## src/rtl/ode_packet_transmitter_if.sv

```systemverilog
// CPU_Bus side of the IO load protocol: beats and interrupt towards the IO module,
// per-packet acknowledge and completion coming back from its receiver.
interface ode_packet_transmitter_if;
    logic [31:0] Bus_Data;
    logic        Bus_Drive;
    logic        INT;
    logic        Load_Process;
    logic        Packet_Ack;
    logic        Done_Loading;

    modport master (
        output Bus_Data,
        output Bus_Drive,
        output INT,
        output Load_Process,
        input  Packet_Ack,
        input  Done_Loading
    );

    modport slave (
        input  Bus_Data,
        input  Bus_Drive,
        input  INT,
        input  Load_Process,
        output Packet_Ack,
        output Done_Loading
    );
endinterface

```

## src/rtl/ode_packet_transmitter.sv

```systemverilog
// Host-side IO load transmitter: interrupt, header beat, then each 64-bit source word as two
// 32-bit CPU_Bus beats, pausing for a receiver acknowledge after every PACKET_WORDS words.
module ode_packet_transmitter #(
    parameter int ADDRESS_WIDTH = 13,
    parameter int DATA_WIDTH    = 64,
    parameter int PACKET_WORDS  = 16,
    parameter int ACK_TIMEOUT   = 1024
) (
    input  logic                     CLK,
    input  logic                     RST,
    input  logic                     Start,
    input  logic [ADDRESS_WIDTH-1:0] Word_Count,
    input  logic [DATA_WIDTH-1:0]    Src_Data,
    output logic [ADDRESS_WIDTH-1:0] Src_Address,
    output logic                     Src_RD_Enable,
    output logic                     Busy,
    output logic                     Done_Sending,
    output logic                     Error,
    ode_packet_transmitter_if.master bus
);

    localparam int PKT_W = (PACKET_WORDS > 1) ? $clog2(PACKET_WORDS) : 1;
    localparam int TMO_W = (ACK_TIMEOUT > 1) ? $clog2(ACK_TIMEOUT) : 1;

    typedef enum logic [2:0] {
        IDLE,
        IRQ,
        HEADER,
        FETCH,
        SEND_LO,
        SEND_HI,
        WAIT_ACK,
        WAIT_DONE
    } state_t;

    state_t                   state_q, state_d;
    logic [ADDRESS_WIDTH-1:0] addr_q, addr_d;
    logic [ADDRESS_WIDTH-1:0] sent_q, sent_d;
    logic [ADDRESS_WIDTH-1:0] wc_q, wc_d;
    logic [PKT_W-1:0]         pkt_q, pkt_d;
    logic [TMO_W-1:0]         tmo_q, tmo_d;
    logic [31:0]              hold_q, hold_d;
    logic                     done_q, done_d;
    logic                     error_q, error_d;
    logic                     last_in_pkt;

    always_ff @(posedge CLK or negedge RST) begin
        if (!RST) begin
            state_q <= IDLE;
            addr_q  <= '0;
            sent_q  <= '0;
            wc_q    <= '0;
            pkt_q   <= '0;
            tmo_q   <= '0;
            hold_q  <= '0;
            done_q  <= 1'b0;
            error_q <= 1'b0;
        end else begin
            state_q <= state_d;
            addr_q  <= addr_d;
            sent_q  <= sent_d;
            wc_q    <= wc_d;
            pkt_q   <= pkt_d;
            tmo_q   <= tmo_d;
            hold_q  <= hold_d;
            done_q  <= done_d;
            error_q <= error_d;
        end
    end

    assign last_in_pkt = (pkt_q == PKT_W'(PACKET_WORDS - 1));

    // The timeout counter defaults to clear, so it only accumulates while parked in a wait state.
    always_comb begin
        state_d = state_q;
        addr_d  = addr_q;
        sent_d  = sent_q;
        wc_d    = wc_q;
        pkt_d   = pkt_q;
        tmo_d   = '0;
        hold_d  = hold_q;
        done_d  = 1'b0;
        error_d = 1'b0;

        case (state_q)
            IDLE: begin
                if (Start) begin
                    if (Word_Count != '0) begin
                        wc_d    = Word_Count;
                        state_d = IRQ;
                    end else begin
                        done_d = 1'b1;
                    end
                end
            end
            IRQ: begin
                addr_d  = '0;
                sent_d  = '0;
                pkt_d   = '0;
                state_d = HEADER;
            end
            HEADER: state_d = FETCH;
            FETCH:  state_d = SEND_LO;
            SEND_LO: begin
                hold_d  = Src_Data[63:32];
                state_d = SEND_HI;
            end
            SEND_HI: begin
                addr_d = addr_q + 1'b1;
                sent_d = sent_q + 1'b1;
                pkt_d  = last_in_pkt ? '0 : pkt_q + 1'b1;
                // A final word landing on a packet boundary skips the acknowledge wait.
                if (sent_d == wc_q) begin
                    state_d = WAIT_DONE;
                end else if (last_in_pkt) begin
                    state_d = WAIT_ACK;
                end else begin
                    state_d = FETCH;
                end
            end
            WAIT_ACK: begin
                if (bus.Packet_Ack) begin
                    state_d = FETCH;
                end else if (tmo_q == TMO_W'(ACK_TIMEOUT - 1)) begin
                    state_d = IDLE;
                    error_d = 1'b1;
                end else begin
                    tmo_d = tmo_q + 1'b1;
                end
            end
            WAIT_DONE: begin
                if (bus.Done_Loading) begin
                    state_d = IDLE;
                    done_d  = 1'b1;
                end else if (tmo_q == TMO_W'(ACK_TIMEOUT - 1)) begin
                    state_d = IDLE;
                    error_d = 1'b1;
                end else begin
                    tmo_d = tmo_q + 1'b1;
                end
            end
            default: state_d = IDLE;
        endcase
    end

    // Outputs decode straight from the state register so reset drops the bus without waiting for a clock.
    always_comb begin
        Busy             = (state_q != IDLE);
        Src_RD_Enable    = (state_q == FETCH);
        Src_Address      = addr_q;
        Done_Sending     = done_q;
        Error            = error_q;
        bus.INT          = (state_q == IRQ);
        bus.Load_Process = (state_q == IRQ);
        bus.Bus_Drive    = 1'b0;
        bus.Bus_Data     = '0;
        case (state_q)
            HEADER: begin
                bus.Bus_Drive = 1'b1;
                bus.Bus_Data  = 32'(wc_q);
            end
            SEND_LO: begin
                bus.Bus_Drive = 1'b1;
                bus.Bus_Data  = Src_Data[31:0];
            end
            SEND_HI: begin
                bus.Bus_Drive = 1'b1;
                bus.Bus_Data  = hold_q;
            end
            default: ;
        endcase
    end

endmodule

```

## src/flat_wrapper.sv

```systemverilog
// flat-port wrapper written by rule: the top's interface ports become plain ports
module ode_packet_transmitter_flat 
#(
    parameter int ADDRESS_WIDTH = 13,
    parameter int DATA_WIDTH    = 64,
    parameter int PACKET_WORDS  = 16,
    parameter int ACK_TIMEOUT   = 1024
)
  (CLK, RST, Start, Word_Count, Src_Data, Src_Address, Src_RD_Enable, Busy, Done_Sending, Error, bus_Bus_Data, bus_Bus_Drive, bus_INT, bus_Load_Process, bus_Packet_Ack, bus_Done_Loading);
  ode_packet_transmitter_if bus_i ();
  input  logic CLK;
  input  logic RST;
  input  logic Start;
  input  logic [ADDRESS_WIDTH-1:0] Word_Count;
  input  logic [DATA_WIDTH-1:0] Src_Data;
  output logic [ADDRESS_WIDTH-1:0] Src_Address;
  output logic Src_RD_Enable;
  output logic Busy;
  output logic Done_Sending;
  output logic Error;
  output wire logic [$bits(bus_i.Bus_Data)-1:0] bus_Bus_Data;
  output wire logic [$bits(bus_i.Bus_Drive)-1:0] bus_Bus_Drive;
  output wire logic [$bits(bus_i.INT)-1:0] bus_INT;
  output wire logic [$bits(bus_i.Load_Process)-1:0] bus_Load_Process;
  input wire logic [$bits(bus_i.Packet_Ack)-1:0] bus_Packet_Ack;
  input wire logic [$bits(bus_i.Done_Loading)-1:0] bus_Done_Loading;
  assign bus_Bus_Data = bus_i.Bus_Data;
  assign bus_Bus_Drive = bus_i.Bus_Drive;
  assign bus_INT = bus_i.INT;
  assign bus_Load_Process = bus_i.Load_Process;
  assign bus_i.Packet_Ack = bus_Packet_Ack;
  assign bus_i.Done_Loading = bus_Done_Loading;
  ode_packet_transmitter #(.ADDRESS_WIDTH(ADDRESS_WIDTH), .DATA_WIDTH(DATA_WIDTH), .PACKET_WORDS(PACKET_WORDS), .ACK_TIMEOUT(ACK_TIMEOUT)) u_core (.CLK(CLK), .RST(RST), .Start(Start), .Word_Count(Word_Count), .Src_Data(Src_Data), .Src_Address(Src_Address), .Src_RD_Enable(Src_RD_Enable), .Busy(Busy), .Done_Sending(Done_Sending), .Error(Error), .bus(bus_i));
endmodule
```

## config.mk

```make
export PLATFORM = sky130hd
export DESIGN_NAME = ode_packet_transmitter_flat
export DESIGN_NICKNAME = d
export VERILOG_FILES = /design/src/rtl/ode_packet_transmitter_if.sv /design/src/rtl/ode_packet_transmitter.sv /design/src/flat_wrapper.sv
export SDC_FILE = /design/constraint.sdc
export NUM_CORES = 1
export LEC_CHECK = 0
export ABC_AREA = 1
export CORE_MARGIN = 1.5
export CORE_UTILIZATION = 25
export CTS_CLUSTER_SIZE = 10
export DETAILED_ROUTE_END_ITERATION = 10
export HOLD_SLACK_MARGIN = 0.15
export PLACE_DENSITY_LB_ADDON = 0.05
export SETUP_SLACK_MARGIN = 0.05
export SYNTH_ARGS = -nofsm -noshare
export SYNTH_HDL_FRONTEND = slang
export SYNTH_SLANG_ARGS = --single-unit
```

## constraint.sdc

```tcl
create_clock -name CLK -period 2.79 [get_ports CLK]
set_input_delay 0.558 -clock CLK [delete_from_list [all_inputs] [get_ports CLK]]
set_output_delay 0.558 -clock CLK [all_outputs]
set_load 0.005 [all_outputs]
```

==> flow_metrics.py, run 1 <==
metrics = {
    "floorplanning": {
        "core_area_um2": 18640,
        "die_x_um": 140.5,
        "initial_core_util": 0.2536,
        "fp.dieH_um": 140.5,
        "fp-row-count": 50,
        "io_pins": 134,
        "dieArea_um2": 19750,
    },
    "critical_path": {
        "crit_arrival_ps": 2100,
        "reg2reg_depth": 11,
        "worstSetupPathType": "reg2out",
        "cp.required_ps": 2230,
        "r2r_setup_slack_ps": 920,
        "reg2reg_from": "u_core.state_q[2]$_DFFE_PN0P_",
        "start_kind": "register",
        "path_max_fanout": 8,
        "crit_path_end_kind": "output port",
        "rr_endpoint": "u_core.state_q[0]$_DFFE_PN0P_",
    },
    "layout": {
        "fin_area_um2": 6810,
        "drive_gt1_frac": 0.09066,
        "instances_no_fill": 973,
        "ff_latch_area_um2": 2253,
        "fin_util": 0.3653,
        "n_antenna_cell": 0,
        "area.growth.synth_to_final_pct": 44.03,
        "finalNetCount": 821,
        "n_fill_cell": 1943,
        "multiInputGateArea_um2": 2168,
    },
    "sta": {
        "fmax_mhz": 375.5,
        "finalHoldViolations": 0,
        "finalSetupTns_ps": 0,
        "whs_ps": 197.5,
        "finalMaxSlewViolations": 0,
        "slew-limit-headroom": 0.6236,
        "setup_violations": 0,
        "setup_ws_ps": 127.0,
        "finClkSkew_ps": 6.554,
        "rsz0062_at_grt": "true",
        "period_needed_ps": 2663,
        "period_share": 0.9545,
        "worstMarginPinSlew_ps": 564.5,
    },
    "grt": {
        "grt_pass1_vias": 4427,
        "grt_pass1_wl_um": 23560,
        "grt_use_met3": 0.04308,
        "met2_usage": 0.2389,
        "grt_max_degree": 53,
        "grtUsageTotal": 0.1549,
        "busiest_layer": "met2",
        "antenna_found_initial": 0,
        "grt-ovfl-total": 0,
        "grt_use_met1": 0.2061,
    },
    "pwr": {
        "ir_worst_vdd_mv": 0.4512,
        "p_int_mw": 3.439,
        "combPwrFrac": 0.414,
        "power.leakage_nw": 3.165,
        "power_density_nw_per_um2": 798.0,
        "power_mw": 5.435,
        "swShare": 0.3671,
        "clockPowerShare": 0.216,
        "power_frac_seq": 0.370,
        "p_sw_mw": 1.995,
    },
    "logic_synthesis": {
        "synth-async-reset-ratio": 1.000,
        "netlist.area_leader.share": 0.4763,
        "yosysMostFrequentCell": "nand2_1",
        "synthDistinctLibCells": 41,
        "synth_ff_type": "dfrtp_1",
        "synth.area.top_cells": "dfrtp_1, nand2_1, a22o_1",
        "synth_seq_cells": 90,
        "syn_inst": 592,
        "synth-edff-count": 0,
        "syn_area_um2": 4728,
        "synth_area_per_cell_um2": 7.987,
        "synth_fp_nets": 678,
        "yosysWarnings": 0,
        "yosysSeqAreaShare": 0.4763,
        "yosys.area.top_type": "dfrtp_1",
        "synth_common_cells": "nand2_1, dfrtp_1, inv_1",
    },
    "detailed_routing": {
        "drt-initial-drc-count": 183,
        "routedWlPerCell_um": 15.45,
        "drc_errors": 0,
        "wirelength_um": 15030,
        "ant_nets": 0,
        "via_count": 4392,
        "viasPerCell": 4.514,
        "drt_first_pass_iters": 4,
    },
    "placement": {
        "dp_cells": 949,
        "placed_area_um2": 6367,
        "pre_cts_slack_ps": 322.8,
        "place_congestion": 0.8197,
        "port_buffers": 133,
        "hpwl_um": 10680,
    },
    "clock_tree": {
        "ctsHoldBuffers": 0,
        "clock_path_buffers": 2,
        "clk_latency_ps": 350,
        "cts_buffers": 9,
        "path_clk_slew_ps": 60,
        "cts.sinks": 90,
        "tritoncts": "built",
        "h-tree-depth": 3,
        "cts_root_buf": "clkbuf_16",
    },
    "status": {
        "status": "completed",
    },
    "worst_hold_path": {
        "hp-class": "in2async",
    },
    "job": {
        "drv_cap": 0,
    },
}
-- worst max-delay path: stages, from the launching register on --
cell	delay (ps)
dfrtp_2	460
nor2_4	130
inv_2	50
nor2_4	250
clkbuf_16	220
a22o_1	120
clkdlybuf4s50_1	520
-- metal layers --
| metal | wire length [µm] | vias up |
|---|---|---|
| met5 | 0 | - |
| met4 | 256 | 0 |
| met3 | 832 | 17 |
| met2 | 6518 | 101 |
| met1 | 7425 | 2052 |
| li1 | - | 2222 |
-- cell families (layout without fill, tap and decap cells) --
logic type	count (synthesis)	count (layout)	share of synthesized area
flip-flops	90	90	0.4763
adder cells (fa/ha/maj)	4	4	0.01059
AO/OA/AOI/OAI	81	81	0.1164
multiplexers	3	3	0.007144
XOR/XNOR	14	14	0.03202
AND/OR/NAND/NOR	320	320	0.2892
buffers and inverters	80	227	0.06827
-- placed cells by master, fill, tap and decap left out, types with 4 or more instances in the layout --
master / count
o21ai_0: 14
a22o_1: 22
nor3_1: 15
buf_4: 15
nand4_1: 4
nand2_2: 7
a21oi_1: 12
inv_2: 7
ha_1: 4
nand3_1: 36
dlymetal6s2s_1: 11
nor2_1: 40
dfrtp_1: 89
clkbuf_16: 11
o22ai_1: 14
nor2_4: 5
xor2_1: 10
nand2_1: 201
inv_1: 49
clkdlybuf4s50_1: 121
o211ai_1: 10
-- state kept, by name, summed over array words and instances, names as in the netlist --
register,flops
u_core.Src_Address,13
u_core.tmo_q,10
u_core.hold_q,32
u_core.Error,1
u_core.Done_Sending,1
u_core.pkt_q,4
u_core.state_q,3
u_core.sent_q,13
u_core.wc_q,13
-- cell type report --
cell class                      count  area share
Clock buffer                       11     0.03564
Sequential cell                    90      0.3309
Clock inverter                      4    0.004226
Multi-Input combinational cell    422      0.3184
Inverter                           58     0.03197
Timing Repair Buffer              154      0.2359
Tap cell                          234     0.04299
-- power groups by stage --
| stage | combinational [mW] | sequential (mW) | clock, mW |
|---|---|---|---|
| finish | 2.25 | 2.01 | 1.17 |
| global route | 2.53 | 2.06 | 1.27 |
| CTS | 2.22 | 2.00 | 1.21 |
| detailed placement | 2.17 | 2.02 | 0 |
| global placement | 2.15 | 2.02 | 0 |
| floorplan | 1.18 | 1.91 | 0 |
-- how the worst max path moves through the flow --
stage | from | end | cells past startpoint
2_1_floorplan | u_core.state_q[1]$_DFFE_PN0P_ | bus_Load_Process | 5
3_3_place_gp | Word_Count[7] | u_core.wc_q[11]$_DFFE_PN0P_ | 5
3_5_place_dp | Word_Count[7] | u_core.wc_q[1]$_DFFE_PN0P_ | 5
4_1_cts | u_core.state_q[2]$_DFFE_PN0P_ | bus_Bus_Data[12] | 6
5_1_grt | u_core.state_q[0]$_DFFE_PN0P_ | bus_Bus_Data[4] | 6
6_report | u_core.state_q[1]$_DFFE_PN0P_ | bus_Bus_Data[30] | 6
-- timing repair --
item	4_1_cts	5_1_grt
endpoints found under the setup margin	5	25
hold endpoints to repair	0	0
setup buffers	0	5
gates cloned	1	3
pin swaps	0	0
gates resized for setup	0	17
Note: power is estimated with default switching activity, not from simulation.
==> run 2: changes to the inputs <==
CTS_CLUSTER_DIAMETER = 40   (was unset)
CTS_CLUSTER_SIZE = unset   (was 10)
clock period = 3.2 ns   (was 2.79 ns; I/O delays follow)
==> run 2 against run 1 <==
- flip-flop and latch count did not move
- largest cell class unchanged
- clock power shrank 8%
- critical path type unchanged
- first-iteration DRC count up 40%
- critical path depth grew 1
- global-route usage fell by 0.64 points
==> flow_metrics.py, run 2 (same netlist as run 1, synthesis figures left out) <==
metrics = {
    "layout": {
        "mostFrequentLayoutCells": "nand2_1, clkdlybuf4s50_1, dfrtp_1",
        "fin_area_um2": 6654,
        "mostFrequentLayoutCell": "nand2_1",
        "area.growth.synth_to_final_pct": 40.73,
        "finalNetCount": 811,
        "largest_reg_flops": 32,
        "n_antenna_cell": 0,
        "drive_gt1_frac": 0.07270,
        "instances_no_fill": 963,
        "regMostFlops": "u_core.hold_q",
    },
    "worst_hold_path": {
        "hp-class": "in2async",
    },
    "sta": {
        "finalHoldViolations": 0,
        "finalSetupTns_ps": 0,
        "fmax_mhz": 348.4,
        "period_needed_ps": 2871,
        "whs_ps": 275.7,
        "period_share": 0.8971,
        "finalMaxSlewViolations": 0,
        "worstMarginPinSlew_ps": 535.9,
        "setup_violations": 0,
        "rsz0062_at_grt": "false",
        "slew-limit-headroom": 0.6427,
        "finClkSkew_ps": 6.283,
    },
    "detailed_routing": {
        "wirelength_um": 14010,
        "met1_length_um": 6923,
        "top_layer": "met4",
        "wl_met3_um": 1003,
        "drt_first_pass_iters": 4,
        "viasPerCell": 4.454,
        "met2_length_um": 5942,
        "drt-initial-drc-count": 257,
        "ant_nets": 0,
        "drc_errors": 0,
        "via_count": 4289,
        "routedWlPerCell_um": 14.55,
    },
    "grt": {
        "grt_pass1_vias": 4297,
        "grtUsageTotal": 0.1485,
        "grt_pass1_wl_um": 22810,
        "antenna_found_initial": 0,
        "grt_max_degree": 66,
        "grt-ovfl-total": 0,
    },
    "critical_path": {
        "path_max_fanout": 22,
        "worstSetupPathType": "reg2out",
        "start_kind": "register",
        "cp.required_ps": 2560,
        "crit_path_end_kind": "output port",
        "crit_arrival_ps": 2230,
    },
    "pwr": {
        "power.leakage_nw": 2.929,
        "ir_worst_vdd_mv": 0.3182,
        "power_density_nw_per_um2": 701.3,
        "power_mw": 4.666,
    },
    "floorplanning": {
        "dieArea_um2": 19750,
        "fp-row-count": 50,
        "core_area_um2": 18640,
        "io_pins": 134,
        "die_x_um": 140.5,
        "initial_core_util": 0.2536,
        "fp.dieH_um": 140.5,
    },
    "clock_tree": {
        "clock_path_buffers": 2,
        "h-tree-depth": 3,
        "postCtsResizedCells": 0,
        "cts_root_buf": "clkbuf_16",
        "cts.sinks": 90,
        "cts_buffers": 9,
        "post-cts-setup-buffers": 0,
        "ctsHoldBuffers": 0,
        "path_clk_slew_ps": 60,
        "clk_latency_ps": 340,
        "tritoncts": "built",
    },
    "placement": {
        "placed_area_um2": 6360,
        "place_congestion": 0.8171,
        "port_buffers": 133,
        "dp_cells": 948,
        "hpwl_um": 10390,
    },
    "status": {
        "status": "completed",
    },
    "job": {
        "drv_cap": 0,
    },
}
==> run 2: report_power, final <==
part / internal, mW / switching [mW] / leakage, nW
Combinational: 0.892 / 0.957 / 1.63
Sequential: 1.49 / 0.254 / 1.16
Clock: 0.624 / 0.454 / 0.142
Total: 3.00 / 1.66 / 2.93
==> run 2: critical path: stages (launching register included) <==
cell             delay (ps)
dfrtp_1                 440
inv_2                    80
nand2_2                 180
nor2_4                  140
buf_4                   280
nand2_1                  90
o211ai_1                110
clkdlybuf4s50_1         540
==> run 2: path summary, 6_finish.rpt <==
| check | startpoint | to | slack, ps | cells past startpoint |
|---|---|---|---|---|
| worst min-delay path | RST | u_core.sent_q[7]$_DFFE_PN0P_ | 280 | 1 |
| min in group CLK | u_core.hold_q[11]$_DFFE_PN0N_ | u_core.hold_q[11]$_DFFE_PN0N_ | 470 | 2 |
| worst max register to register | u_core.state_q[1]$_DFFE_PN0P_ | u_core.state_q[0]$_DFFE_PN0P_ | 1130 | 12 |
| max in group asynchronous | RST | u_core.hold_q[15]$_DFFE_PN0N_ | 2250 | 2 |
| worst max-delay path | u_core.state_q[1]$_DFFE_PN0P_ | bus_Bus_Data[4] | 330 | 7 |
| worst min register to register | u_core.hold_q[11]$_DFFE_PN0N_ | u_core.hold_q[11]$_DFFE_PN0N_ | 470 | 2 |
==> run 2: area by class of cell <==
type | count | area (µm²)
clock buffer | 11 | 242.7
timing repair buffer | 144 | 1436
multi-input combinational | 422 | 2161
tap | 234 | 292.8
fill | 1952 | 11990
inverter | 58 | 217.7
sequential | 90 | 2252
clock inverter | 4 | 51.30
==> run 2: per-stage QoR <==
step                setup slack (ps)  utilization
finish                         329.4       0.3569
global route                   147.0       0.3569
CTS                            294.3       0.3569
detailed placement             601.8       0.3411
global placement               620.4       0.3411
floorplan                       1263            -
==> run 2: metal layers <==
| metal | GRT usage | up-vias |
|---|---|---|
| li1 | - | 2201 |
| met1 | 0.2067 | 1976 |
| met2 | 0.2183 | 104 |
| met3 | 0.04786 | 8 |
| met4 | 0.04605 | 0 |
| met5 | 0 | - |
==> run 3: changes to the inputs <==
SETUP_SLACK_MARGIN = unset   (was 0.05)
==> results of run 3 <==
Final layout, timing and power as in run 2 (identical DEF).
